--- config.mk ---
export PLATFORM = sky130hd
export DESIGN_NAME = input_feeder
export DESIGN_NICKNAME = d
export VERILOG_FILES = /design/src/rtl/input_feeder.sv
export SDC_FILE = /design/constraint.sdc
export NUM_CORES = 1
export LEC_CHECK = 0
export CORE_MARGIN = 5
export CORE_UTILIZATION = 49
export DETAILED_ROUTE_END_ITERATION = 16
export GPL_TIMING_DRIVEN = 0
export PLACE_DENSITY = 0.8
export REMOVE_ABC_BUFFERS = 1
export SETUP_SLACK_MARGIN = 0.02
export SYNTH_ARGS = -nofsm -noshare
export SYNTH_HDL_FRONTEND = slang
export SYNTH_SLANG_ARGS = --single-unit
export TNS_END_PERCENT = 30
--- constraint.sdc ---
create_clock -name clk -period 2.8 [get_ports clk]
set_input_delay 0.56 -clock clk [delete_from_list [all_inputs] [get_ports clk]]
set_output_delay 0.56 -clock clk [all_outputs]
set_load 0.05 [all_outputs]
--- src/rtl/input_feeder.sv ---
// Input feeder for a systolic array: streams N words from the input memory
// and skews lane r by r+1 register stages so row r sees vector k at cycle 3+k+r.
module input_feeder #(
    parameter int WIDTH  = 8,
    parameter int ROW    = 4,
    parameter int I_SIZE = 512,
    localparam int AW    = $clog2(I_SIZE)
) (
    input  logic                 clk,
    input  logic                 rst_n,
    input  logic                 start,
    input  logic [AW-1:0]        i_offset,
    input  logic [AW-1:0]        i_rows,
    output logic                 mem_ren,
    output logic [AW-1:0]        mem_addr,
    input  logic [ROW*WIDTH-1:0] mem_rdata,
    output logic [ROW*WIDTH-1:0] array_in,
    output logic [ROW-1:0]       array_valid,
    output logic                 busy,
    output logic                 done
);

    typedef enum logic [1:0] {
        IDLE  = 2'd0,
        FETCH = 2'd1,
        DRAIN = 2'd2,
        DONE  = 2'd3
    } state_t;

    state_t          state_q;
    logic            mem_ren_q;
    logic [AW-1:0]   mem_addr_q;
    logic [AW-1:0]   cnt_q;
    logic            busy_q;
    logic            done_q;
    logic            rd_vld_q;
    logic [ROW-1:0]  lane_pend;

    // Read data is only meaningful in the cycle after a read; this flag gates capture.
    always_ff @(posedge clk or negedge rst_n) begin
        if (!rst_n) begin
            rd_vld_q <= 1'b0;
        end else begin
            // NOTE: sequential state uses non-blocking assignments so every
            // register samples pre-edge values regardless of block ordering.
            rd_vld_q <= mem_ren_q;
        end
    end

    for (genvar r = 0; r < ROW; r++) begin : g_lane
        logic [WIDTH-1:0] dat_q [r+1];
        logic [WIDTH-1:0] dat_d [r+1];
        logic [r:0]       vld_q;
        logic [r:0]       vld_d;

        always_comb begin
            // NOTE: the first element of every shift stage is assigned on all
            // paths, so no latch is inferred for any stage.
            vld_d[0] = rd_vld_q;
            dat_d[0] = rd_vld_q ? mem_rdata[r*WIDTH +: WIDTH] : '0;
            for (int s = 1; s <= r; s++) begin
                vld_d[s] = vld_q[s-1];
                dat_d[s] = dat_q[s-1];
            end
        end

        always_ff @(posedge clk or negedge rst_n) begin
            if (!rst_n) begin
                // NOTE: the skew stages are plain flops, not a RAM, so they are
                // cleared on reset; no stale valid may survive an aborted transfer.
                vld_q <= '0;
                for (int s = 0; s <= r; s++) begin
                    dat_q[s] <= '0;
                end
            end else begin
                vld_q <= vld_d;
                for (int s = 0; s <= r; s++) begin
                    dat_q[s] <= dat_d[s];
                end
            end
        end

        assign array_valid[r]            = vld_q[r];
        assign array_in[r*WIDTH +: WIDTH] = vld_q[r] ? dat_q[r] : '0;
        assign lane_pend[r]              = |vld_d;
    end

    // Leaving DRAIN when the stages will be empty next cycle lands done
    // exactly one cycle after the last lane's last valid beat.
    always_ff @(posedge clk or negedge rst_n) begin
        if (!rst_n) begin
            state_q    <= IDLE;
            mem_ren_q  <= 1'b0;
            mem_addr_q <= '0;
            cnt_q      <= '0;
            busy_q     <= 1'b0;
            done_q     <= 1'b0;
        end else begin
            done_q <= 1'b0;
            case (state_q)
                IDLE, DONE: begin
                    if (start) begin
                        busy_q <= 1'b1;
                        if (i_rows == '0) begin
                            state_q <= DONE;
                            done_q  <= 1'b1;
                        end else begin
                            state_q    <= FETCH;
                            mem_ren_q  <= 1'b1;
                            mem_addr_q <= i_offset;
                            cnt_q      <= i_rows - 1'b1;
                        end
                    end else begin
                        state_q <= IDLE;
                        busy_q  <= 1'b0;
                    end
                end
                FETCH: begin
                    if (cnt_q == '0) begin
                        state_q    <= DRAIN;
                        mem_ren_q  <= 1'b0;
                        mem_addr_q <= '0;
                    end else begin
                        cnt_q      <= cnt_q - 1'b1;
                        mem_addr_q <= (mem_addr_q == AW'(I_SIZE - 1)) ? '0
                                                                       : mem_addr_q + 1'b1;
                    end
                end
                DRAIN: begin
                    if (!(|lane_pend)) begin
                        state_q <= DONE;
                        done_q  <= 1'b1;
                    end
                end
                default: begin
                    state_q   <= IDLE;
                    mem_ren_q <= 1'b0;
                    busy_q    <= 1'b0;
                end
            endcase
        end
    end

    assign mem_ren  = mem_ren_q;
    assign mem_addr = mem_addr_q;
    assign busy     = busy_q;
    assign done     = done_q;

endmodule

Yosys cells after proc, flatten, opt, wreduce, memory -nomap -nowiden --
Index checks and enable logic that the tools add are counted.
Word-level totals: flip-flop bits (word level) 114, input bits 53, output and inout bits 48, word-level logic and storage cells 74
Operators by class: add/sub/neg operators 3, eq/ne operators 9, multiplexer cells 31, reduce and logical (&&, ||, !) cells 10
Operators with widths (number):
- $mux W8 | 8
- $mux W9 | 7
- $pmux W9 S2 | 2
- $logic_not A9 Y1 | 2
- $sub A9 B1 Y9 const B | 2
- $ne A2 B2 Y1 const B | 5
- $add A9 B1 Y9 const B | 1
- $eq A9 B9 Y1 const B | 1
- $mux W2 | 4
- $reduce_and A4 Y1 | 2
- $mux W1 | 7
- $reduce_or A7 Y1 | 1
- $pmux W2 S3 | 1
- $eq A2 B2 Y1 const B | 2
- $pmux W1 S2 | 2
- $reduce_and A3 Y1 | 1
- $eq A2 B1 Y1 const B | 1
- $logic_not A2 Y1 | 1
- $reduce_and A2 Y1 | 1
- $reduce_bool A2 Y1 | 1
- $reduce_or A2 Y1 | 1

Longest topological paths before layout --
Gate-level depths: netlist of run 1.
depth after elaboration 4, gate-level depth with buffers 11, depth with buffers taken out 8

Worst setup path after synthesis of run 1 --
Ideal clock, no wire load.
kind register to register, from register state_q[1], to register cnt_q[8], library setup time 94 ps, arrival time 2358 ps, data required time 2706 ps, path slack 348 ps, stages on the path, launching flop included 12, buffers on the path 3, clock period less this slack 2452 ps, path through dfrtp_1 inv_1 ha_1 buf_6 buf_6 clkbuf_1 mux2i_1 ha_1 o21ai_2 or3_1 and3_1 a221oi_2
On the way: longest elaborated chain between the ends 4, elaborated cells on any way between the ends 10, those cells by class 5 x eq/ne; 1 x mux; 4 x reduce/logical
Ends and longest elaborated chain:
- from (decl) | RTL line 30 | state_t state_q;
- from (signal assigned) | RTL line 92 | state_q <= IDLE;
- from (signal assigned) | RTL line 105 | state_q <= DONE;
- from (signal assigned) | RTL line 108 | state_q <= FETCH;
- $eq A2 B2 Y1 or $logic_not A2 Y1 (tied branches) | RTL line 100 | case (state_q)
- $reduce_or A2 Y1 | RTL line 100
- $ne A2 B2 Y1 (no line) or $reduce_bool A2 Y1 (tied branches)
- $reduce_and A4 Y1 (no line)
- to (signal assigned) | RTL line 111 | cnt_q <= i_rows - 1'b1;
- to (signal assigned) | RTL line 124 | cnt_q <= cnt_q - 1'b1;
- to (decl) | RTL line 33 | logic [AW-1:0] cnt_q;
Several ways; a longest one is shown, not always the timed one. A chain may end at the register's enable or synchronous reset.

Final worst setup path of run 1 --
Same ends and word-level chain as after synthesis.

==> results of run 1 <==
[registers in the layout (all words and copies together) (netlist names)]
signal / count
done: 1
cnt_q: 9
state_q: 2
mem_addr: 9
g_lane.vld_q: 4
g_lane.vld_d: 1
busy: 1
g_lane.dat_q: 32
g_lane.dat_d: 48
mem_ren: 1
[cell families after synthesis]
group / after synthesis
simple gates: 125
buf+inv: 20
fa+ha+maj: 5
compound gates: 65
mux: 8
xor+xnor: 5
flops: 108
[synth_stat cells (all sizes together), types with 6 or more instances]
cell and instances:
nor3 7, clkbuf 6, a221oi 6, and2 64
nor2 13, inv 9, and3 9, nand2 6
mux2i 6, a21oi 13, a22o 6, o21ai 18
nand2b 7, dfrtp 108
[through the flow]
| step | instances | TNS (ps) | instance area [sq um] |
|---|---|---|---|
| final | 547 | 0 | 5510 |
| after global routing | 547 | 0 | 5510 |
| after CTS | 547 | 0 | 5510 |
| after detailed placement | 531 | -357 | 5320 |
| after global placement | 530 | -284220 | 5300 |
| after floorplan | 325 | 0 | 4170 |
[final cells by class]
| class | instances | area share, % |
|---|---|---|
| clock buffers | 10 | 2.32 |
| clock inverters | 6 | 1.04 |
| inverters | 9 | 0.613 |
| multi-input cells | 208 | 26.0 |
| flip-flops and latches | 108 | 49.0 |
| well taps | 105 | 2.38 |
| repair buffers | 101 | 18.6 |
[repair_timing]
item                                    in CTS  in global routing
endpoints found under the setup margin       4                  1
cloned                                       0                  0
resized for setup                            1                  1
[where the power goes]
group / internal (uW) / switching (uW)
Clock: 343 / 528
Sequential: 1980 / 319
Combinational: 983 / 1650
Total: 3310 / 2500
[final timing paths]
path,start,depth (start not counted),end,slack [ps]
max,state_q[1],8,cnt_q[8],250
min,rst_n,1,g_lane[0].dat_q[1],210
max reg2reg,state_q[1],8,cnt_q[8],250
min reg2reg,g_lane[3].dat_d[12],0,g_lane[3].dat_d[4],350
max in group asynchronous,rst_n,2,g_lane[0].dat_q[0],1910
min in group clk,g_lane[3].dat_d[12],0,g_lane[3].dat_d[4],350
[layer usage]
layer	routed length, microns	vias to the layer above	GRT usage [%]	part of all wire, %
met5	0	-	0	0
met4	195	0	6.27	2.3
met3	437	15	3.59	5.2
met2	4310	88	27.1	51
met1	3490	1409	23.1	41
li1	-	1368	-	-
[worst max-delay path, cell delays in order, from the launching register on]
cell and delay, ps:
dfrtp_1 400, inv_1 80, ha_2 530, mux2i_1 300, ha_1 290, o21ai_2 170, or3_1 360, and3_1 170
a221oi_2 160
==> flow_metrics.py, run 1 <==
metrics = {
    "placed_design": {
        "place_worst_setup_slack_ps": -256,
        "routabilityCongestion": 0.848,
        "place_hpwl_microns": 6270,
        "io_buffers": 100,
    },
    "timing": {
        "worst_hold_slack_ps": 208,
        "finalSetupViolations": 0,
        "worst_slack_ps": 253,
        "fmax_mhz": 393,
        "worst_slew_pin_slew_ps": 763,
        "hold_viol": 0,
        "finalClockSkew_ps": 11.1,
        "period_share_pct": 90.9,
        "maxSlewViolCount": 0,
        "rsz0062_at_grt": "no",
        "max_slew_margin_pct": 49.1,
        "min_period_ps": 2550,
    },
    "detailed_routing": {
        "wire_per_inst_microns": 15.4,
        "drt_iter0_drc": 120,
        "vias": 2880,
        "routed_wl_microns": 8430,
        "via_per_inst": 5.27,
        "ant_nets": 0,
        "drt-pass1-iter-count": 4,
        "drc": 0,
    },
    "clock_network": {
        "htree_levels": 3,
        "postCtsSetupBuffers": 0,
        "cts_sinks": 108,
        "path_clk_slew_ps": 100,
        "clk_path_buf_depth": 2,
        "holdBufCountCts": 0,
        "cts_root_buf": "clkbuf_8",
        "cts_tree": "yes",
        "cts_buffers": 9,
        "clkLatencyLatePin_ps": 350,
    },
    "cells_and_area": {
        "utilization_pct": 66.4,
        "most-common-layout-cells": "dfrtp_1 (108), clkdlybuf4s50_1 (99), and2_1 (64), o21ai_0 (16), a21oi_1 (13)",
        "final_common_cell": "dfrtp_1",
        "nFillCells": 649,
        "drive_above_1_share_pct": 7.92,
        "finalNetCount": 495,
        "multi_input_area_sq_um": 1430,
        "seqCellArea_sq_um": 2700,
        "diodes": 0,
        "area_growth_pct": 30.3,
    },
    "worst_setup_path": {
        "crit_type": "reg2reg",
        "arrival_ps": 2820,
        "cp-end-kind": "flop",
        "cp_max_fo": 27,
        "cp.required_ps": 3070,
        "start_kind": "flop",
    },
    "floorplanning": {
        "die_h_microns": 103,
        "start_util_pct": 51.0,
        "dieArea_sq_um": 10600,
        "coreArea_sq_um": 8300,
        "fp-row-count": 33,
        "top_level_ports": 101,
        "fp.dieW_microns": 103,
    },
    "synthesis": {
        "ys_ff_latch": 108,
        "synth-compound-area-share_pct": 10.9,
        "synth_async_sr_flop_share_pct": 100,
        "syn_area_sq_um": 4230,
        "synth.avg_cell_area_sq_um": 12.6,
        "synth.area.top_cells": "dfrtp_1 (64%), and2_1 (9.5%), o21ai_0 (1.9%)",
        "netlist.area_leader.share_pct": 63.9,
        "synth-adder-area-share_pct": 1.48,
        "synthSimpleGateAreaFrac_pct": 18.4,
        "ys.flop_type": "dfrtp_1",
        "synth_top_family_by_area": "simple AND/OR/NAND/NOR gates",
        "netlist-cell-type-count": 51,
        "yosysTopAreaCell": "dfrtp_1",
        "muxShareOfSynthArea_pct": 1.95,
        "synthXorXnorAreaFrac_pct": 1.04,
        "yosysWarningCount": 0,
        "yosysSeqAreaShare_pct": 63.9,
        "netlist_instances": 336,
        "synth_edf_count": 0,
    },
    "power": {
        "ir_worst_vdd_mv": 0.584,
        "total_power_uw": 5800,
        "powerDensity_nw_per_um2": 1050,
        "p_leak_uw": 0.00233,
    },
    "run": {
        "cap_violations": 0,
    },
    "grt": {
        "grt_pass1_vias": 2804,
        "grt_usage_pct": 17.0,
        "grt_max_degree": 62,
        "antenna_found_initial": 0,
        "grt_pass1_wl_microns": 13800,
        "grt_overflow": 0,
    },
    "worst_hold_path": {
        "hold_path_class": "in2async",
    },
    "run_status": {
        "outcome": "finished clean",
    },
}
No activity file was read; power rests on OpenSTA's default activity.
==> run 2, diff against run 1 <==
SETUP_SLACK_MARGIN = unset   (was 0.02)
==> results of run 2 <==
Final layout, timing and power as in run 1 (identical DEF).
